### config.mk
export PLATFORM = sky130hd
export DESIGN_NAME = masked_and_pipe
export DESIGN_NICKNAME = d
export VERILOG_FILES = /design/src/rtl/masked_and_pipe_pkg.sv /design/src/rtl/masked_and_pipe_cross.sv /design/src/rtl/masked_and_pipe.sv
export SDC_FILE = /design/constraint.sdc
export NUM_CORES = 1
export LEC_CHECK = 0
export CAP_MARGIN = 20
export CORE_MARGIN = 8
export CORE_UTILIZATION = 54
export CTS_BUF_LIST = sky130_fd_sc_hd__clkbuf_16
export DETAILED_ROUTE_END_ITERATION = 12
export PLACE_DENSITY = 0.95
export SETUP_SLACK_MARGIN = 0.2
export SLEW_MARGIN = 20
export SYNTH_ARGS = -nofsm -noshare
export SYNTH_HDL_FRONTEND = slang
export SYNTH_SLANG_ARGS = --single-unit
### constraint.sdc
create_clock -name g_clk -period 2.7 [get_ports g_clk]
set_input_delay 0.54 -clock g_clk [delete_from_list [all_inputs] [get_ports g_clk]]
set_output_delay 0.54 -clock g_clk [all_outputs]
set_load 0.03 [all_outputs]
### src/rtl/masked_and_pipe_pkg.sv
// Shared types and index helpers for the DOM masked AND/XOR pipeline.
// Pair (i,j) maps to a randomness word; ordered pair (i,j) maps to a cross-term lane.
package masked_pkg;

    localparam int unsigned MAX_SHARES = 4;

    typedef enum logic {
        OP_AND = 1'b0,
        OP_XOR = 1'b1
    } op_e;

    function automatic int unsigned n_rnd(input int unsigned shares);
        return shares * (shares - 1) / 2;
    endfunction

    // Lexicographic index of unordered pair (i<j): (0,1),(0,2),..,(1,2),..
    function automatic int unsigned rnd_idx(input int unsigned i, input int unsigned j,
                                            input int unsigned shares);
        int unsigned idx;
        idx = 0;
        for (int unsigned k = 0; k < i; k++) begin
            idx += shares - 1 - k;
        end
        return idx + (j - i - 1);
    endfunction

    // Dense index of ordered pair (i,j), i != j, skipping the diagonal.
    function automatic int unsigned lane_idx(input int unsigned i, input int unsigned j,
                                             input int unsigned shares);
        return i * (shares - 1) + ((j < i) ? j : (j - 1));
    endfunction

endpackage

### src/rtl/masked_and_pipe_cross.sv
// One registered DOM cross-domain lane: c_ij = (a_i & b_j) ^ z, or 0 for XOR.
// Loads only when enabled so stalled lanes never toggle.
module dom_cross_term
    import masked_pkg::*;
#(
    parameter int unsigned WIDTH = 32
) (
    input  logic             g_clk,
    input  logic             g_resetn,
    input  logic             en,
    input  logic             op_xor,
    input  logic [WIDTH-1:0] a_i,
    input  logic [WIDTH-1:0] b_j,
    input  logic [WIDTH-1:0] z_ij,
    output logic [WIDTH-1:0] c_q
);

    logic [WIDTH-1:0] c_d;

    always_comb begin
        c_d = c_q;
        if (en) begin
            c_d = (op_e'(op_xor) == OP_XOR) ? '0 : ((a_i & b_j) ^ z_ij);
        end
    end

    always_ff @(posedge g_clk) begin
        if (!g_resetn) begin
            c_q <= '0;
        end else begin
            c_q <= c_d;
        end
    end

endmodule

### src/rtl/masked_and_pipe.sv
// Two-stage DOM-indep masked AND/XOR over SHARES shares of WIDTH bits.
// Stage 1 registers every inner and blinded cross term separately; stage 2 compresses.
module masked_and_pipe
    import masked_pkg::*;
#(
    parameter int unsigned WIDTH  = 32,
    parameter int unsigned SHARES = 2,
    parameter int unsigned NRND   = n_rnd(SHARES)
) (
    input  logic                     g_clk,
    input  logic                     g_resetn,
    input  logic                     in_valid,
    output logic                     in_ready,
    input  logic                     op_xor,
    input  logic [SHARES*WIDTH-1:0]  a_sh,
    input  logic [SHARES*WIDTH-1:0]  b_sh,
    input  logic [NRND*WIDTH-1:0]    rnd,
    output logic                     out_valid,
    input  logic                     out_ready,
    output logic [SHARES*WIDTH-1:0]  q_sh
);

    localparam int unsigned NLANE = SHARES * (SHARES - 1);

    if (SHARES < 2 || SHARES > MAX_SHARES) begin : g_bad_shares
        $fatal(1, "masked_and_pipe: SHARES out of range");
    end

    logic v1_q, v1_d, v2_q, v2_d;
    logic ready1, fire1, fire2;
    logic [SHARES-1:0][WIDTH-1:0] p_q, p_d;
    logic [SHARES-1:0][WIDTH-1:0] q_q, q_d;
    logic [WIDTH-1:0]             c_q [NLANE];

    assign ready1    = !v2_q | out_ready;
    assign in_ready  = !v1_q | ready1;
    assign fire1     = in_valid & in_ready;
    assign fire2     = v1_q & ready1;
    assign out_valid = v2_q;
    assign q_sh      = q_q;

    always_comb begin
        v1_d = fire1 | (v1_q & !ready1);
        v2_d = fire2 | (v2_q & !out_ready);
    end

    always_comb begin
        p_d = p_q;
        if (fire1) begin
            for (int unsigned i = 0; i < SHARES; i++) begin
                p_d[i] = (op_e'(op_xor) == OP_XOR)
                       ? (a_sh[i*WIDTH +: WIDTH] ^ b_sh[i*WIDTH +: WIDTH])
                       : (a_sh[i*WIDTH +: WIDTH] & b_sh[i*WIDTH +: WIDTH]);
            end
        end
    end

    // Each domain folds only its own registered terms, so no unblinded mix ever settles.
    for (genvar i = 0; i < SHARES; i++) begin : g_row
        for (genvar j = 0; j < SHARES; j++) begin : g_col
            if (i != j) begin : g_lane
                localparam int unsigned LO = (i < j) ? i : j;
                localparam int unsigned HI = (i < j) ? j : i;
                localparam int unsigned RI = rnd_idx(LO, HI, SHARES);
                localparam int unsigned LI = lane_idx(i, j, SHARES);

                dom_cross_term #(.WIDTH(WIDTH)) u_term (
                    .g_clk   (g_clk),
                    .g_resetn(g_resetn),
                    .en      (fire1),
                    .op_xor  (op_xor),
                    .a_i     (a_sh[i*WIDTH +: WIDTH]),
                    .b_j     (b_sh[j*WIDTH +: WIDTH]),
                    .z_ij    (rnd[RI*WIDTH +: WIDTH]),
                    .c_q     (c_q[LI])
                );
            end
        end
    end

    always_comb begin
        q_d = q_q;
        if (fire2) begin
            for (int unsigned i = 0; i < SHARES; i++) begin
                q_d[i] = p_q[i];
                for (int unsigned j = 0; j < SHARES; j++) begin
                    if (j != i) begin
                        q_d[i] = q_d[i] ^ c_q[lane_idx(i, j, SHARES)];
                    end
                end
            end
        end
    end

    always_ff @(posedge g_clk) begin
        if (!g_resetn) begin
            v1_q <= 1'b0;
            v2_q <= 1'b0;
            p_q  <= '0;
            q_q  <= '0;
        end else begin
            v1_q <= v1_d;
            v2_q <= v2_d;
            p_q  <= p_d;
            q_q  <= q_d;
        end
    end

endmodule

==> metrics.json <==
{
  "element_type_at_the_critical_path_start": {"value": "register"},
  "design.die.area": {"value": 22400, "unit": "um^2"},
  "timing.hold.worst_path_depth": {"value": 1},
  "detailed_place.area": {"value": 12000, "unit": "um^2"},
  "routed_length_on_met1": {"value": 11000, "unit": "um"},
  "critical_path.top_delay_family": {"value": "flip-flops"},
  "placement.io_buffers": {"value": 230},
  "final_layout_size_suffix_gt1_share": {"value": 4.38, "unit": "%"},
  "synth_cells": {"value": 922},
  "grt_first_pass_wirelength": {"value": 42500, "unit": "um"},
  "initial_core_utilization": {"value": 54.3, "unit": "%"},
  "area.growth.synth_to_final": {"value": 29.8, "unit": "%"},
  "netSwitchingFraction": {"value": 26.8, "unit": "%"},
  "yosysSeqAreaShare": {"value": 40.2, "unit": "%"},
  "worst_path_most_repeated_cell": {"value": "buf_4"},
  "route.met2.wl": {"value": 13600, "unit": "um"},
  "period_minus_slack": {"value": 2.17, "unit": "ns"},
  "final_min_period_over_clock_period": {"value": 80.5, "unit": "%"},
  "route.top_layer_used": {"value": "met4"},
  "number_of_global_route_vias_before_repair": {"value": 8330},
  "reg2reg_depth": {"value": 5},
  "cts_post_setup_buffers_inserted": {"value": 0},
  "ctsResizeCount": {"value": 0},
  "critical_path_top_delay_cell": {"value": "dfxtp_2"},
  "synthesis.nets": {"value": 1151},
  "grt.overflow.total": {"value": 0},
  "cts_root_buf": {"value": "clkbuf_16"},
  "netlist_area": {"value": 9660, "unit": "um^2"},
  "fin_tns_setup": {"value": 0, "unit": "ns"},
  "crit_path_end_kind": {"value": "primary output"},
  "max_slew_margin": {"value": 46.6, "unit": "%"},
  "global_route.usage.total": {"value": 23.6, "unit": "%"},
  "met3_wirelength": {"value": 1960, "unit": "um"},
  "worst-slew-pin-transition": {"value": 0.800, "unit": "ns"},
  "design.portCount": {"value": 231},
  "netlist.top_cell.by_area": {"value": "dfxtp_1"},
  "fp.dieH": {"value": 150, "unit": "um"},
  "setup_viol": {"value": 0},
  "pwr-share-comb": {"value": 20.7, "unit": "%"},
  "ant_nets": {"value": 0},
  "grt_antenna_before_repair": {"value": 0},
  "drt_first_iter_violations": {"value": 503},
  "cts.sink_count": {"value": 194},
  "dominant_combinational_cell_family_by_area_after_synthesis": {"value": "compound AO/OA/AOI/OAI gates"},
  "slew_viol_final": {"value": 0},
  "ir_worst_vdd": {"value": 0.000478, "unit": "V"},
  "synth.lib_cells_used.distinct": {"value": 21},
  "layout_commonest_cell": {"value": "clkdlybuf4s50_1"},
  "fin_clk_skew": {"value": 0.0106, "unit": "ns"},
  "total_leakage_power": {"value": 0.00608, "unit": "uW"},
  "run_status": {"value": "finished clean"},
  "nets": {"value": 1339},
  "viasPerCell": {"value": 5.96},
  "antenna_cells": {"value": 0},
  "synth-compound-area-share": {"value": 19.3, "unit": "%"},
  "final-instance-count-excl-fill": {"value": 1349},
  "layout_setup_ws": {"value": 0.526, "unit": "ns"},
  "maxCapViolCount": {"value": 0},
  "synthArstFlopShare": {"value": 0, "unit": "%"},
  "clk_transition_reported_paths": {"value": 0.06, "unit": "ns"},
  "die_width": {"value": 150, "unit": "um"},
  "synthesis.area_per_instance": {"value": 10.5, "unit": "um^2"},
  "final_cell_mix": {"value": "clkdlybuf4s50_1, dfxtp_1, nand3_1, o211a_1"},
  "count_of_tritonroute_iterations_in_the_first_routing_pass": {"value": 5},
  "fraction_of_post_synthesis_cell_area_in_the_top_cell_type_by_area": {"value": 40.2, "unit": "%"},
  "placed_cells_incl_taps": {"value": 1320},
  "place.detailed.hpwl": {"value": 18600, "unit": "um"},
  "max_stage_delay": {"value": 0.61, "unit": "ns"},
  "drc_errors": {"value": 0},
  "floorplan.rows": {"value": 49},
  "synth-edff-count": {"value": 0},
  "hold_path.class": {"value": "register to register"},
  "tritoncts_clock_tree": {"value": "yes"},
  "worstSetupPathDepth": {"value": 3},
  "maximum_number_of_pins_on_one_net_before_global_route_repair": {"value": 76},
  "floorplan.core_area": {"value": 17800, "unit": "um^2"},
  "synth-warning-count": {"value": 0},
  "critical_path_arrival": {"value": 1.63, "unit": "ns"},
  "cts-hold-fix-buffers": {"value": 0},
  "synthMuxAreaShare": {"value": 6.63, "unit": "%"},
  "drt_wl_total": {"value": 27200, "unit": "um"},
  "postSynthRegisterBits": {"value": 194},
  "synth.area.top_cells": {"value": "dfxtp_1, o211a_1, ha_1"},
  "power_density": {"value": 556, "unit": "nW/um^2"},
  "finalHoldViolCount": {"value": 0},
  "cts_buffers": {"value": 17},
  "power_frac_seq": {"value": 45.9, "unit": "%"},
  "critPathMaxFanout": {"value": 20},
  "postSynth.topFlopCell": {"value": "dfxtp_1"},
  "synth-adder-area-share": {"value": 8.29, "unit": "%"},
  "crit_buf_inv": {"value": 2},
  "crit_type": {"value": "register to primary output"},
  "path_cells": {"value": "nand3b_1 > buf_4 > buf_4"},
  "avgRoutedWirePerCell": {"value": 20.2, "unit": "um"},
  "critical_path_required": {"value": 2.16, "unit": "ns"},
  "grt_setup_unrepaired": {"value": "false"},
  "power_frac_clock": {"value": 33.4, "unit": "%"},
  "cts-htree-levels": {"value": 4},
  "post-route-cell-area": {"value": 12500, "unit": "um^2"},
  "ctsLongestPathBuffers": {"value": 2},
  "worst_skew_pair.late_latency": {"value": 0.43, "unit": "ns"},
  "netSwitchingPower": {"value": 1860, "unit": "uW"},
  "dp_slack": {"value": 0.469, "unit": "ns"},
  "gp_congestion": {"value": 0.756},
  "vias": {"value": 8040},
  "synth_xor_area_share": {"value": 11.6, "unit": "%"},
  "fmaxAchievable": {"value": 460, "unit": "MHz"},
  "synth_simple_gate_area_share": {"value": 9.48, "unit": "%"},
  "intPower": {"value": 5100, "unit": "uW"}
}
## registers in the layout, summed over array words and instances (netlist names)
signal and cells:
v1_q 1, q_sh 64, out_valid 1, g_row.g_col.g_lane.u_term.c_q 64
p_q 64
## layer usage
metal	up-vias	global-route usage [%]
met1	3936	27.3
li1	3747	-
met2	313	41.1
met5	-	0
met4	0	9.45
met3	44	5.93
## cells by family (layout without fill, tap and decap cells)
logic type      count (synthesis)  after routing
simple gates                  197            197
xor+xnor                      128            128
buf+inv                        80            278
compound gates                195            195
flops                         194            194
mux                            64             64
fa+ha+maj                      64             64
## cell type report
cell class,instances,area (um^2)
clock buffer,17,425
clock inverter,12,105
fill,1260,5240
inverter,2,7.51
multi-input combinational,648,5360
sequential,194,3880
tap,229,287
timing repair buffer,247,2470
## per-stage QoR
stage	util, %	hold slack (ns)	power, uW
2_1_floorplan	-	0.453	4050
3_3_place_gp	67.5	0.466	4630
3_5_place_dp	67.5	0.467	4680
4_1_cts	70.5	0.483	6990
5_1_grt	70.5	0.490	7230
6_report	70.5	0.482	6970
## cell usage after synthesis, types with 6 or more instances
library cell,count
buf_4,13
buf_6,6
nand3_1,128
nand2_1,64
xor2_1,64
buf_1,8
o211a_1,128
mux2i_1,64
clkbuf_1,22
ha_1,64
o2bb2ai_1,64
dfxtp_1,194
buf_2,29
xnor2_1,64
## power by group through the flow
stage	Sequential, uW	Combinational (uW)	Clock (uW)
after floorplan	3360	689	0
after global placement	3240	1380	0
after detailed placement	3250	1430	0
after CTS	3200	1450	2350
after global routing	3210	1550	2460
final	3200	1440	2330
## worst paths after layout
kind,start,endpoint,slack (ns)
min reg2reg,g_row[0].g_col[1].g_lane.u_term.c_q[11],g_row[0].g_col[1].g_lane.u_term.c_q[11],0.48
min,g_row[0].g_col[1].g_lane.u_term.c_q[11],g_row[0].g_col[1].g_lane.u_term.c_q[11],0.48
max reg2reg,v1_q,g_row[1].g_col[0].g_lane.u_term.c_q[21],0.80
max,v1_q,in_ready,0.53
No activity file was read; power rests on OpenSTA's default activity.
